[src/rtl/tf_spi_pkg.sv]
// Shared types for the TF card SPI engine.
package tf_spi_pkg;

  typedef enum logic [1:0] {IDLE, LOW, HIGH, FIN} tf_spi_state_t;

  localparam int unsigned DIV_W_DEFAULT = 8;

endpackage

[src/rtl/tf_spi_tick.sv]
// Loadable half-period down-counter; expire is high while the count sits at zero.
module tf_spi_tick
  import tf_spi_pkg::*;
#(
  parameter int unsigned DIV_W = DIV_W_DEFAULT
) (
  input  logic             clk,
  input  logic             reset,
  input  logic             load,
  input  logic [DIV_W-1:0] value,
  output logic             expire
);

  logic [DIV_W-1:0] cnt_q;

  always_ff @(posedge clk) begin
    if (reset) begin
      cnt_q <= '0;
    end else if (load) begin
      cnt_q <= value;
    end else if (cnt_q != '0) begin
      cnt_q <= cnt_q - 1'b1;
    end
  end

  assign expire = (cnt_q == '0);

endmodule

[src/rtl/tf_spi_engine.sv]
// Byte-wide SPI master (mode 0, MSB first) for the TF card slot, with slow and fast SCK rates.
module tf_spi_engine
  import tf_spi_pkg::*;
#(
  parameter int unsigned DIV_SLOW = 34,
  parameter int unsigned DIV_FAST = 1,
  parameter int unsigned DIV_W    = DIV_W_DEFAULT
) (
  input  logic       clk,
  input  logic       reset,
  input  logic       start,
  input  logic [7:0] tx_data,
  input  logic       fast,
  input  logic       cs_req,
  output logic       busy,
  output logic       done,
  output logic [7:0] rx_data,
  output logic       spi_sck,
  output logic       spi_mosi,
  input  logic       spi_miso,
  output logic       spi_cs_n
);

  localparam logic [DIV_W-1:0] RELOAD_SLOW = DIV_W'(DIV_SLOW - 1);
  localparam logic [DIV_W-1:0] RELOAD_FAST = DIV_W'(DIV_FAST - 1);

  tf_spi_state_t    state_q, state_d;
  logic             expire, load, accept, shift, last_bit;
  logic [DIV_W-1:0] reload;
  logic             fast_q;
  logic [6:0]       sr_q;
  logic [7:0]       rx_q;
  logic [2:0]       bit_q;
  logic             sck_q, mosi_q, cs_n_q;

  assign last_bit = (bit_q == 3'd7);

  always_ff @(posedge clk) begin
    if (reset) begin
      state_q <= IDLE;
    end else begin
      state_q <= state_d;
    end
  end

  always_comb begin
    state_d = state_q;
    unique case (state_q)
      IDLE:    if (start) state_d = LOW;
      LOW:     if (expire) state_d = HIGH;
      HIGH:    if (expire) state_d = last_bit ? FIN : LOW;
      FIN:     state_d = start ? LOW : IDLE;
      default: state_d = IDLE;
    endcase
  end

  always_comb begin
    busy   = 1'b0;
    done   = 1'b0;
    accept = 1'b0;
    shift  = 1'b0;
    unique case (state_q)
      IDLE: accept = start;
      LOW:  busy = 1'b1;
      HIGH: begin
        busy  = 1'b1;
        shift = expire;
      end
      FIN: begin
        done   = 1'b1;
        accept = start;
      end
      default: ;
    endcase
  end

  // On accept the rate comes straight from the input, since fast_q is captured on the same edge.
  assign load   = accept | (busy & expire);
  assign reload = (accept ? fast : fast_q) ? RELOAD_FAST : RELOAD_SLOW;

  tf_spi_tick #(
    .DIV_W(DIV_W)
  ) u_tick (
    .clk   (clk),
    .reset (reset),
    .load  (load),
    .value (reload),
    .expire(expire)
  );

  // sr_q holds the untransmitted tail of the TX byte; MISO bits enter from the bottom.
  always_ff @(posedge clk) begin
    if (reset) begin
      fast_q <= 1'b0;
      sr_q   <= '0;
      rx_q   <= '0;
      bit_q  <= '0;
      sck_q  <= 1'b0;
      mosi_q <= 1'b1;
      cs_n_q <= 1'b1;
    end else begin
      sck_q <= (state_d == HIGH);
      if (state_q == IDLE || state_q == FIN) begin
        cs_n_q <= ~cs_req;
      end
      if (accept) begin
        fast_q <= fast;
        sr_q   <= tx_data[6:0];
        mosi_q <= tx_data[7];
      end else if (shift) begin
        sr_q   <= {sr_q[5:0], spi_miso};
        bit_q  <= bit_q + 3'd1;
        mosi_q <= last_bit ? 1'b1 : sr_q[6];
        if (last_bit) begin
          rx_q <= {sr_q, spi_miso};
        end
      end
    end
  end

  assign rx_data  = rx_q;
  assign spi_sck  = sck_q;
  assign spi_mosi = mosi_q;
  assign spi_cs_n = cs_n_q;

endmodule

[config.mk]
export PLATFORM = sky130hd
export DESIGN_NAME = tf_spi_engine
export DESIGN_NICKNAME = d
export VERILOG_FILES = /design/src/rtl/tf_spi_pkg.sv /design/src/rtl/tf_spi_tick.sv /design/src/rtl/tf_spi_engine.sv
export SDC_FILE = /design/constraint.sdc
export NUM_CORES = 1
export LEC_CHECK = 0
export BUFFER_PORTS_ARGS = -buffer_cell sky130_fd_sc_hd__buf_2
export CORE_UTILIZATION = 55
export CTS_CLUSTER_SIZE = 28
export DETAILED_ROUTE_END_ITERATION = 10
export GPL_TIMING_DRIVEN = 1
export PLACE_DENSITY_LB_ADDON = 0.25
export SLEW_MARGIN = 20
export SYNTH_ARGS = -nofsm -noshare
export SYNTH_HDL_FRONTEND = slang
export SYNTH_HIERARCHICAL = 1
export SYNTH_SLANG_ARGS = --single-unit
export TNS_END_PERCENT = 1
[constraint.sdc]
create_clock -name clk -period 2.5 [get_ports clk]
set_clock_uncertainty 0.15 [all_clocks]
set_input_delay 0.125 -clock clk [delete_from_list [all_inputs] [get_ports clk]]
set_output_delay 0.125 -clock clk [all_outputs]
set_load 0.01 [all_outputs]
Yosys cells after proc, flatten, opt, wreduce, memory -nomap -nowiden
Cells that the tools add are included.
{"block": "word_totals", "regBits": 32, "word_cells": 49, "output_inout_bits": 13, "input_bits": 14}
{"block": "classes", "n_eq_ne": 5, "n_reduce_logical": 10, "n_bitwise": 4, "addsub": 2, "mux": 19}
{"cell": "$mux W8", "n": 2}
{"cell": "$mux W7", "n": 2}
{"cell": "$mux W1", "n": 9}
{"cell": "$logic_not A8 Y1", "n": 1}
{"cell": "$mux W2", "n": 4}
{"cell": "$pmux W2 S4", "n": 1}
{"cell": "$reduce_bool A8 Y1", "n": 1}
{"cell": "$sub A8 B1 Y8 const B", "n": 1}
{"cell": "$eq A2 B2 Y1 const B", "n": 3}
{"cell": "$mux W6", "n": 1}
{"cell": "$reduce_bool A2 Y1", "n": 2}
{"cell": "$reduce_or A2 Y1", "n": 2}
{"cell": "$add A3 B1 Y3 const B", "n": 1}
{"cell": "$eq A3 B3 Y1 const B", "n": 1}
{"cell": "$reduce_and A3 Y1", "n": 1}
{"cell": "$eq A2 B1 Y1 const B", "n": 1}
{"cell": "$logic_not A2 Y1", "n": 1}
{"cell": "$not A1 Y1", "n": 2}
{"cell": "$reduce_and A2 Y1", "n": 1}
{"cell": "$and A1 B1 Y1", "n": 1}
{"cell": "$logic_or A1 B1 Y1", "n": 1}
{"cell": "$or A1 B1 Y1", "n": 1}

Longest topological paths before layout
Gate-level depths: netlist of run 1.
{"block": "depth", "depth_word": 6, "ltp_mapped": 10, "ltp_nobuf": 8}

Modules after synthesis
Netlist of run 1, hierarchy kept.
{"mod": "tf_spi_engine", "seq_area_each_um2": 480.5, "n_inst": 1, "cells_each": 129, "area_each_um2": 1098.6}
{"mod": "tf_spi_tick", "seq_area_each_um2": 160.2, "n_inst": 1, "cells_each": 53, "area_each_um2": 475.5}

Least setup slack after synthesis of run 1
No wires, ideal clock.
{"block": "synth_path", "path_type": "register to register", "start": "register state_q[0]", "end": "register u_tick.cnt_q[0]", "path_buffers": 3, "path_slack_ps": 357, "period_less_slack_ps": 2143, "setup_ps": 130, "t_required_ps": 2220, "stages_incl_launch_ff": 11, "arrival_time_ps": 1864, "cell_sequence": "dfxtp_1 > inv_1 > ha_1 > nand2b_1 > buf_2 > buf_4 > nand2_1 > clkbuf_1 > nor3_1 > nand2_1 > o211ai_2"}
{"block": "synth_between", "elab_chain_cells": 6, "word_cells_on_any_way": 14, "cone_classes": "3 x eq/ne; 5 x mux; 2 x bitwise; 4 x reduce/logical"}
{"item": "start: declaration", "line": "tf_spi_engine.sv:27", "source": "tf_spi_state_t state_q, state_d;"}
{"item": "start signal: assignment", "line": "tf_spi_engine.sv:42", "source": "state_q <= state_d;"}
{"item": "$eq A2 B2 Y1 or $eq A2 B1 Y1 (tied branches)", "line": "tf_spi_engine.sv:62", "source": "unique case (state_q)"}
{"item": "$reduce_or A2 Y1 (no line) *"}
{"item": "$mux W1 *", "line": "tf_spi_engine.sv:62"}
{"item": "net busy", "line": "tf_spi_engine.sv:15", "source": "output logic busy,"}
{"item": "$and A1 B1 Y1 *", "line": "tf_spi_engine.sv:78", "source": "assign load = accept | (busy & expire);"}
{"item": "$or A1 B1 Y1 *", "line": "tf_spi_engine.sv:78"}
{"item": "net load", "line": "tf_spi_engine.sv:28", "source": "logic expire, load, accept, shift, last_bit;"}
{"item": "$mux W8 or $reduce_bool A2 Y1 (tied branches)"}
{"item": "end signal: assignment", "line": "tf_spi_tick.sv:20", "source": "cnt_q <= value;"}
{"item": "end signal: assignment", "line": "tf_spi_tick.sv:22", "source": "cnt_q <= cnt_q - 1'b1;"}
{"item": "end: declaration", "line": "tf_spi_tick.sv:14", "source": "logic [DIV_W-1:0] cnt_q;"}
Mark *: on every way through the listed nets, which the timed path passes. The rest lies on a longest branch.
A chain may end at the register's enable or synchronous reset.

Worst setup path after layout of run 1
{"block": "layout_path", "start": "register u_tick.cnt_q[0]", "end": "register u_tick.cnt_q[3]"}
{"block": "layout_between", "elab_chain_cells": 4, "word_cells_on_any_way": 8, "cone_classes": "1 x add/sub; 2 x mux; 2 x bitwise; 3 x reduce/logical"}
{"item": "$logic_not A8 Y1 *", "line": "tf_spi_tick.sv:26", "source": "assign expire = (cnt_q == '0);"}
{"item": "net expire", "line": "tf_spi_engine.sv:28"}
{"item": "$and A1 B1 Y1 *", "line": "tf_spi_engine.sv:78"}
{"item": "$or A1 B1 Y1 *", "line": "tf_spi_engine.sv:78"}
{"item": "net load", "line": "tf_spi_engine.sv:28"}
{"item": "$mux W8 or $reduce_bool A2 Y1 (tied branches)"}
Mark *: on every way through the listed nets, which the timed path passes. The rest lies on a longest branch. The select of a mux whose other input is x is not followed.

==> results_dict.tcl, run 1 <==
set metrics [dict create \
    worst_slack_ns 0.352 \
    final_hold_viol_count 0 \
    clock_latency_ns 0.33 \
    setup_viol 0 \
    power.density_mw_per_mm2 725 \
    grt_pass1_vias 1379 \
    gr-usage-all-layers_pct 23.4 \
    start_kind "flip-flop" \
    min_to "state_q[1]$_SDFF_PP0_" \
    placedCellCount 239 \
    root_buffer "clkbuf_4" \
    syn_inst 182 \
    max-cap-violations 0 \
    yosysWarnings 6 \
    nets 247 \
    wl_per_cell_um 12.6 \
    ff2ff_path_depth 7 \
    antenna_found_initial 0 \
    die_y_um 55.5 \
    post-route-period-util_pct 85.9 \
    drcViolationCount 0 \
    endpoint_kind "flip-flop" \
    h-tree-depth 2 \
    dieArea_mm2 0.00308 \
    max_freq_ghz 0.466 \
    vias_per_cell 5.41 \
    path_max_fanout 7 \
    cts_tree "built" \
    gr-total-overflow 0 \
    ys_ff_latch 32 \
    maxSlewHeadroom_pct 58.7 \
    drive_gt1_share_pct 20.4 \
    syn_area_mm2 0.00157 \
    post-dp-hpwl_mm 2.32 \
    finalSetupTns_ns 0 \
    antenna_left 0 \
    synth_cell_type_count 38 \
    die_w_um 55.5 \
    timing.rr.start "u_tick/cnt_q[0]$_SDFFE_PP0P_" \
    whs_ns 0.0242 \
    cts_max_path_buffers 2 \
    clkSinkCount 32 \
    slew_violations 0 \
    r2r_end "u_tick/cnt_q[3]$_SDFFE_PP0P_" \
    first_pass_iters 4 \
    yosysSeqAreaShare_pct 40.7 \
    rrSetupSlack_ns 0.35 \
    grt_max_degree 36 \
    routabilityCongestion 0.798 \
    crit_type "reg -> reg" \
    drt_wl_total_mm 3.24 \
    total_leakage_power_nw 0.797 \
    holdPathStages 3 \
    stdcell_count 257 \
    status "complete, no violations" \
    row_count 19 \
    vias 1391 \
    cts-buffers-inserted 5 \
    core_mm2 0.00273 \
    period_needed_ns 2.15 \
    syn2layout_area_growth_pct 20.6 \
    antenna_cells 0 \
    avgSynthCellArea_um2 8.65 \
    vdd.ir_drop.worst_mv 0.583 \
    drtIter0Drc 39 \
    worstMarginPinSlew_ns 0.619 \
    grt_pass1_wl_mm 5.73 \
    initial_utilization_pct 57.6 \
    port_buffers 26 \
    clkTransAtPathRegs_ns 0.09 \
    cp_data_required_time_ns 2.58 \
    total_power_mw 1.38 \
    arrival_ns 2.23 \
    worst_hold_path_type "in -> reg" \
    post-place-ws_ns 0.379 \
    hold_start "start" \
    io_pins 27 \
    grt_setup_unrepaired "no" \
]
## final cells by class
cell class	instances	area, um^2
flip-flops and latches	32	641
repair buffers	43	285
well taps	31	38.8
clock inverters	1	5.00
fillers	227	836
clock buffers	6	41.3
inverters	6	22.5
multi-input cells	138	865
## synthesized netlist by cell type
cell / count / area share, %
nand2_1: 34 / 8.1
dfxtp_1: 32 / 41
nor2_1: 14 / 3.3
a21oi_1: 12 / 3.8
a311oi_1: 8 / 4.5
ha_1: 7 / 5.6
nand3_1: 7 / 2.2
nor3_1: 7 / 2.2
inv_1: 6 / 1.4
nor2b_1: 6 / 2.4
buf_2: 4 / 1.3
clkbuf_1: 4 / 0.95
mux2i_1: 4 / 2.5
o32ai_1: 4 / 2.2
xnor2_1: 4 / 2.2
nand2b_1: 3 / 1.2
o21ai_1: 3 / 0.95
buf_6: 2 / 1.4
nor3b_1: 2 / 0.95
a211o_1: 1 / 0.56
a211oi_1: 1 / 0.48
a21boi_0: 1 / 0.48
a31oi_1: 1 / 0.40
and2_1: 1 / 0.40
and4b_1: 1 / 0.64
and4bb_1: 1 / 0.79
buf_4: 1 / 0.48
conb_1: 1 / 0.24
nand3_2: 1 / 0.64
nor2_4: 1 / 0.72
nor4_4: 1 / 1.4
o211ai_2: 1 / 0.79
o21a_1: 1 / 0.48
o41ai_2: 1 / 1.0
or2_2: 1 / 0.40
or4_4: 1 / 0.72
or4b_4: 1 / 0.87
xor2_1: 1 / 0.56
## state kept, by name, indices dropped and copies added (netlist names)
| signal | count |
|---|---|
| state_q | 2 |
| spi_cs_n | 1 |
| spi_mosi | 1 |
| fast_q | 1 |
| spi_sck | 1 |
| u_tick/cnt_q | 8 |
| bit_q | 3 |
| sr_q | 7 |
| rx_data | 8 |
## worst max-delay path: stages (launching register included)
cell and delay (ns):
dfxtp_1 0.38, inv_1 0.07, ha_1 0.27, and4bb_1 0.30, nand2_1 0.10, nand2_1 0.14
or2_2 0.37, o32ai_1 0.28
## report_power, final
part / total, mW / leakage [nW] / switching [mW] / internal [mW]
logic: 0.456 / 0.506 / 0.234 / 0.222
registers: 0.654 / 0.262 / 0.0757 / 0.579
clock network: 0.266 / 0.0281 / 0.163 / 0.103
## repair_timing
action                                 4_1_cts  5_1_grt
setup endpoints to repair                    0        0
buffers inserted                             0        0
hold buffers                                11        0
resized for setup                            0        0
endpoints found under the hold margin       11        0
## placed cells by master, fill, tap and decap left out, types with 2 or more instances in the layout
cell,count
o21ai_1,3
nand3_1,7
buf_4,6
conb_1,6
a311oi_1,8
o32ai_1,4
buf_2,26
nor2_1,14
nand2b_1,3
dlygate4sd3_1,11
clkbuf_4,5
nor2b_1,6
nand2_1,34
xnor2_1,4
nor3b_1,2
inv_1,6
mux2i_1,4
dfxtp_1,32
ha_1,7
nor3_1,7
a21oi_1,12
## per-stage QoR
step           instance area [um^2]  utilization, %
4_1_cts                        1900            69.4
2_1_floorplan                  1590               -
3_5_place_dp                   1740            63.7
3_3_place_gp                   1740            63.7
6_report                       1900            69.4
5_1_grt                        1900            69.4
## worst max-delay path by stage
stage                                 start                            to  slack [ns]
2_1_floorplan         state_q[0]$_SDFF_PP0_  u_tick/cnt_q[0]$_SDFFE_PP0P_        0.36
3_3_place_gp   u_tick/cnt_q[3]$_SDFFE_PP0P_         bit_q[0]$_SDFFE_PP0P_        0.47
3_5_place_dp   u_tick/cnt_q[0]$_SDFFE_PP0P_  u_tick/cnt_q[3]$_SDFFE_PP0P_        0.38
4_1_cts        u_tick/cnt_q[0]$_SDFFE_PP0P_  u_tick/cnt_q[3]$_SDFFE_PP0P_        0.35
5_1_grt        u_tick/cnt_q[3]$_SDFFE_PP0P_       rx_data[0]$_SDFFE_PP0P_        0.18
6_report       u_tick/cnt_q[0]$_SDFFE_PP0P_  u_tick/cnt_q[3]$_SDFFE_PP0P_        0.35
## layer usage
metal  up-vias  routed length [um]  GRT usage (%)
met5         -                   0              0
met4         0                  42           9.64
met3         5                 112           7.03
met2        21                1700           43.2
met1       648                1390           24.3
li1        717                   -              -
## cells by family after synthesis
group | count (synthesis) | share of synthesized area, %
AOI/OAI and AO/OA | 34 | 15.7
muxes | 4 | 2.54
DFF | 32 | 40.7
xor gates and xnor gates | 5 | 2.78
other | 1 | 0.238
adders and majority gates | 7 | 5.56
and+or+nand+nor | 82 | 26.9
buffers and inverters | 17 | 5.56
(Power assumes the default switching activity.)
==> inputs of run 2 (changes only) <==
--- a/config.mk
+++ b/config.mk
@@ -5,15 +5,15 @@
 export SDC_FILE = /design/constraint.sdc
 export NUM_CORES = 1
 export LEC_CHECK = 0
+export ABC_AREA = 0
 export BUFFER_PORTS_ARGS = -buffer_cell sky130_fd_sc_hd__buf_2
 export CORE_UTILIZATION = 55
 export CTS_CLUSTER_SIZE = 28
 export DETAILED_ROUTE_END_ITERATION = 10
-export GPL_TIMING_DRIVEN = 1
+export GPL_TIMING_DRIVEN = 0
 export PLACE_DENSITY_LB_ADDON = 0.25
 export SLEW_MARGIN = 20
 export SYNTH_ARGS = -nofsm -noshare
 export SYNTH_HDL_FRONTEND = slang
-export SYNTH_HIERARCHICAL = 1
 export SYNTH_SLANG_ARGS = --single-unit
 export TNS_END_PERCENT = 1
==> results_dict.tcl, run 2 <==
set metrics [dict create \
    whs_ns 0.107 \
    period_needed_ns 2.18 \
    syn_area_mm2 0.00167 \
    total_leakage_power_nw 0.911 \
    yosysSeqAreaShare_pct 38.4 \
    start_kind "flip-flop" \
    ys_ff_latch 32 \
    cp_data_required_time_ns 2.59 \
    utilization_pct 72.3 \
    slew_violations 0 \
    avgSynthCellArea_um2 9.11 \
    clkTransAtPathRegs_ns 0.11 \
    yosys.cell_count.top_type "dfxtp_1" \
    clkSinkCount 32 \
    final_hold_viol_count 0 \
    synth_nets 205 \
    max_freq_ghz 0.458 \
    nets 251 \
    layout_common_cells "dfxtp_1, buf_2, nor2_1, nand2_1, nand2b_1" \
    clock_latency_ns 0.35 \
    antenna_found_initial 0 \
    synth_edf_count 0 \
    die_y_um 57.1 \
    initial_utilization_pct 59.5 \
    cts_tree "built" \
    post-route-period-util_pct 87.4 \
    worst_slack_ns 0.316 \
    row_count 19 \
    final_common_cell "dfxtp_1" \
    grt_setup_unrepaired "no" \
    gr-total-overflow 0 \
    path_max_fanout 8 \
    synth_xor_area_share_pct 0.525 \
    ctsResizeCount 0 \
    drt_wl_total_mm 3.68 \
    grt_pass1_vias 1494 \
    violations "DRC" \
    vias 1435 \
    antenna_cells 0 \
    grt_max_degree 11 \
    worstMarginPinSlew_ns 0.533 \
    gr-usage-all-layers_pct 26.4 \
    finalSetupTns_ns 0 \
    io_pins 27 \
    muxShareOfSynthArea_pct 9.08 \
    total_power_mw 2.06 \
    max-cap-violations 0 \
    postLayoutCellArea_mm2 0.00203 \
    h-tree-depth 2 \
    synth_common_cells "dfxtp_1, nand2_1, nor2_1, nand2b_1, mux2i_1" \
    cts_max_path_buffers 2 \
    port_buffers 26 \
    wl_per_cell_um 14.1 \
    stdcell_count 261 \
    die_w_um 57.1 \
    vdd.ir_drop.worst_mv 0.546 \
    status "complete, but fails checks" \
    post-dp-hpwl_mm 2.61 \
    drtIter0Drc 38 \
    drive_gt1_share_pct 20.9 \
    synth_cell_type_count 45 \
    syn2layout_area_growth_pct 21.7 \
    power.density_mw_per_mm2 1010 \
    root_buffer "clkbuf_4" \
    grt_pass1_wl_mm 6.60 \
    synth_compound_area_share_pct 14.3 \
    worst_hold_path_type "in -> reg" \
    routabilityCongestion 0.839 \
    synth_area_leaders "dfxtp_1, mux2i_1, nand2b_1" \
    synth_simple_gate_area_share_pct 27.1 \
    synth_top_cell_by_area "dfxtp_1" \
    synth_top_family_by_area "simple AND/OR/NAND/NOR gates" \
    cts-buffers-inserted 5 \
    setup_viol 0 \
    arrival_ns 2.27 \
    dieArea_mm2 0.00326 \
    first_pass_iters 7 \
    antenna_left 0 \
    crit_type "reg -> reg" \
    synth_adder_area_share_pct 6.00 \
    postPlaceCellArea_mm2 0.00184 \
    post-place-ws_ns 0.339 \
    maxSlewHeadroom_pct 64.3 \
    syn_inst 183 \
    yosysWarnings 0 \
    ys_async_sr_fraction_pct 0 \
    synth-main-ff-cell "dfxtp_1" \
    vias_per_cell 5.50 \
    placedCellCount 240 \
    synth_top_area_share_pct 38.4 \
    core_mm2 0.00281 \
    endpoint_kind "flip-flop" \
    drcViolationCount 4 \
]
[run 2: cell types whose count changed after synthesis, sizes merged, moves of 3 or more]
cell | before | now
nor3 | 7 | 3
mux2i | 4 | 14
a211oi | 1 | 4
nand2b | 3 | 20
nand2 | 34 | 22
nand3 | 8 | 2
xnor2 | 4 | 0
clkbuf | 4 | 1
a21oi | 12 | 9
nor2 | 15 | 21
o32ai | 4 | 0
[run 2: power breakdown]
| part | switching, mW | internal [mW] |
|---|---|---|
| logic | 0.509 | 0.444 |
| clock network | 0.190 | 0.138 |
| registers | 0.137 | 0.641 |
[run 2: cells by family after synthesis]
| family | after synthesis |
|---|---|
| XOR/XNOR | 1 |
| AO/OA/AOI/OAI | 32 |
| buffers and inverters | 12 |
| multiplexers | 15 |
| AND/OR/NAND/NOR | 83 |
| adder cells (fa/ha/maj) | 8 |
| flip-flops | 32 |
[run 2: routing by layer]
metal  vias to the layer above  GRT usage (%)  share of wire, %
li1                        735              -                 -
met1                       650           31.8                46
met3                        12           6.12               4.3
met4                         0           12.9               3.1
met2                        38           44.5                47
met5                         -              0                 0
[run 2: cell type report]
type	count	area [um^2]
multi-input combinational	139	951
fill	238	776
sequential	32	641
timing repair buffer	39	260
buffer	7	57.6
clock buffer	7	55.1
tap	31	38.8
inverter	5	18.8
clock inverter	1	7.51
[run 2: final timing paths]
| path | start | end | slack (ns) | depth (start not counted) |
|---|---|---|---|---|
| worst max-delay path | u_tick.cnt_q[0]$_SDFFE_PP0P_ | state_q[0]$_SDFF_PP0_ | 0.32 | 6 |
| worst min-delay path | start | spi_sck$_SDFF_PP0_ | 0.11 | 4 |
| worst max register to register | u_tick.cnt_q[0]$_SDFFE_PP0P_ | state_q[0]$_SDFF_PP0_ | 0.32 | 6 |
| worst min register to register | rx_data[1]$_SDFFE_PP0P_ | rx_data[1]$_SDFFE_PP0P_ | 0.33 | 2 |
[run 2: critical path, cell delays in order, from the launching register on]
cell     delay (ns)
dfxtp_1        0.36
inv_1          0.13
ha_1           0.20
nor4b_4        0.47
nand2_2        0.22
a211o_1        0.35
and3b_1        0.18
[run 2: repair_timing]
action	CTS	global route
hold buffers	13	0
buffers inserted	0	0
hold endpoints to repair	18	0
==> inputs of run 3 (changes only) <==
--- a/config.mk
+++ b/config.mk
@@ -7,7 +7,7 @@
 export LEC_CHECK = 0
 export ABC_AREA = 0
 export BUFFER_PORTS_ARGS = -buffer_cell sky130_fd_sc_hd__buf_2
-export CORE_UTILIZATION = 55
+export CORE_UTILIZATION = 35
 export CTS_CLUSTER_SIZE = 28
 export DETAILED_ROUTE_END_ITERATION = 10
 export GPL_TIMING_DRIVEN = 0
==> results_dict.tcl, run 3 (same netlist as run 2, synthesis figures left out) <==
set metrics [dict create \
    status "complete, no violations" \
    core_mm2 0.00447 \
    maxSlewHeadroom_pct 63.6 \
    cts_max_path_buffers 2 \
    syn2layout_area_growth_pct 24.8 \
    clkSinkCount 32 \
    die_y_um 71.0 \
    cts_tree "built" \
    routabilityCongestion 0.815 \
    hold_buffers 11 \
    endpoint "state_q[0]$_SDFF_PP0_" \
    ctsResizeCount 0 \
    r2r_end "state_q[0]$_SDFF_PP0_" \
    vias 1381 \
    max-cap-violations 0 \
    drcViolationCount 0 \
    timing.rr.start "u_tick.cnt_q[0]$_SDFFE_PP0P_" \
    io_pins 27 \
    clock_latency_ns 0.28 \
    max_freq_ghz 0.462 \
    antenna_cells 0 \
    path_cells "inv_1 -> ha_1 -> nor4b_4 -> nand2_2 -> a211o_1 -> and3b_1" \
    h-tree-depth 2 \
    final_hold_viol_count 0 \
    first_pass_iters 6 \
    power.density_mw_per_mm2 1060 \
    die_w_um 71.0 \
    startpoint "u_tick.cnt_q[0]$_SDFFE_PP0P_" \
    row_count 24 \
    cts_setup_buffers 0 \
    drive_gt1_share_pct 21.1 \
    final_common_cell "dfxtp_1" \
    rrSetupSlack_ns 0.34 \
    postPlaceCellArea_mm2 0.00186 \
    vias_per_cell 4.93 \
    root_buffer "clkbuf_8" \
    finalSetupTns_ns 0 \
    dieArea_mm2 0.00505 \
    grt_max_degree 11 \
    start_kind "flip-flop" \
    worst_hold_path_type "in -> reg" \
    layout_common_cells "dfxtp_1, buf_2, nor2_1, nand2_1, nand2b_1" \
    fillers 460 \
    clkTransAtPathRegs_ns 0.07 \
    slew_violations 0 \
    worstMarginPinSlew_ns 0.543 \
    post-dp-hpwl_mm 2.51 \
    wl_per_cell_um 12.7 \
    path_max_fanout 8 \
    drt_wl_total_mm 3.56 \
    max_stage_delay_ns 0.48 \
    period_needed_ns 2.16 \
    cts-buffers-inserted 5 \
    nets 249 \
    drtIter0Drc 54 \
    cp_data_required_time_ns 2.52 \
    gr-total-overflow 0 \
    postLayoutCellArea_mm2 0.00208 \
    antenna_found_initial 0 \
    slowest_stage "nor4b_4" \
    port_buffers 26 \
    arrival_ns 2.19 \
    grt_setup_unrepaired "no" \
    endpoint_kind "flip-flop" \
    post-route-period-util_pct 86.6 \
    initial_utilization_pct 37.3 \
    antenna_left 0 \
    total_leakage_power_nw 0.928 \
    grt_pass1_wl_mm 6.32 \
    vdd.ir_drop.worst_mv 0.354 \
    grt_pass1_vias 1343 \
    ff2ff_path_depth 6 \
    gr-usage-all-layers_pct 16.0 \
    setup_viol 0 \
    crit_type "reg -> reg" \
]
## run 3: cell count changes in the layout (fill, tap and decap cells not counted)
cell,change
dlygate4sd3_1,-2
clkbuf_4,-5
clkinv_2,+1
clkbuf_8,+4
bufinv_16,+1
clkinvlp_4,-1
## run 3: layer usage
layer  track usage [%]  wire [um]  up-vias
li1                  -          -      726
met1              22.5       1930      620
met2              24.1       1450       30
met3              2.99        116        5
met4              6.67         65        0
met5                 0          0        -
## run 3: how the worst min path moves through the flow
| stage | startpoint | to | slack, ns | cells past startpoint |
|---|---|---|---|---|
| floorplan | reset | state_q[1]$_SDFF_PP0_ | 0.06 | 1 |
| global placement | fast | fast_q$_SDFF_PP0_ | 0.23 | 3 |
| detailed placement | fast | fast_q$_SDFF_PP0_ | 0.24 | 3 |
| CTS | tx_data[7] | spi_mosi$_SDFFE_PP1P_ | 0.004 | 3 |
| global route | tx_data[7] | spi_mosi$_SDFFE_PP1P_ | 0.04 | 3 |
| finish | tx_data[7] | spi_mosi$_SDFFE_PP1P_ | 0.003 | 3 |
## run 3: final cells by class
class	count	area [um^2]	share of cell area [%]
clock buffers	6	72.6	3.49
clock inverters	2	35.0	1.68
plain buffers	7	57.6	2.77
repair buffers	37	240	11.5
flip-flops and latches	32	641	30.8
multi-input cells	139	951	45.7
inverters	5	18.8	0.902
well taps	52	65.1	3.13
## run 3: critical path: cells and delay by family, from the launching register on
kind | cells | cell delay (ns)
flops | 1 | 0.34
simple gates | 3 | 0.89
compound gates | 1 | 0.35
buf+inv | 1 | 0.14
fa+ha+maj | 1 | 0.20
## run 3: where the power goes
group	switching, mW	internal [mW]
registers	0.131	0.642
clock network	0.186	0.295
logic	0.507	0.441
total	0.823	1.38
## run 3: metrics by stage
stage                     hold slack (ns)  util [%]  setup slack (ns)  total power [mW]  instances
after floorplan                    0.0560         -             0.633              1.49        183
after global placement              0.232      41.6             0.348              1.70        261
after detailed placement            0.236      41.6             0.357              1.72        261
after CTS                         0.00443      46.5             0.326              2.22        280
after global routing               0.0438      46.5             0.202              2.38        280
final                             0.00304      46.5             0.336              2.20        280
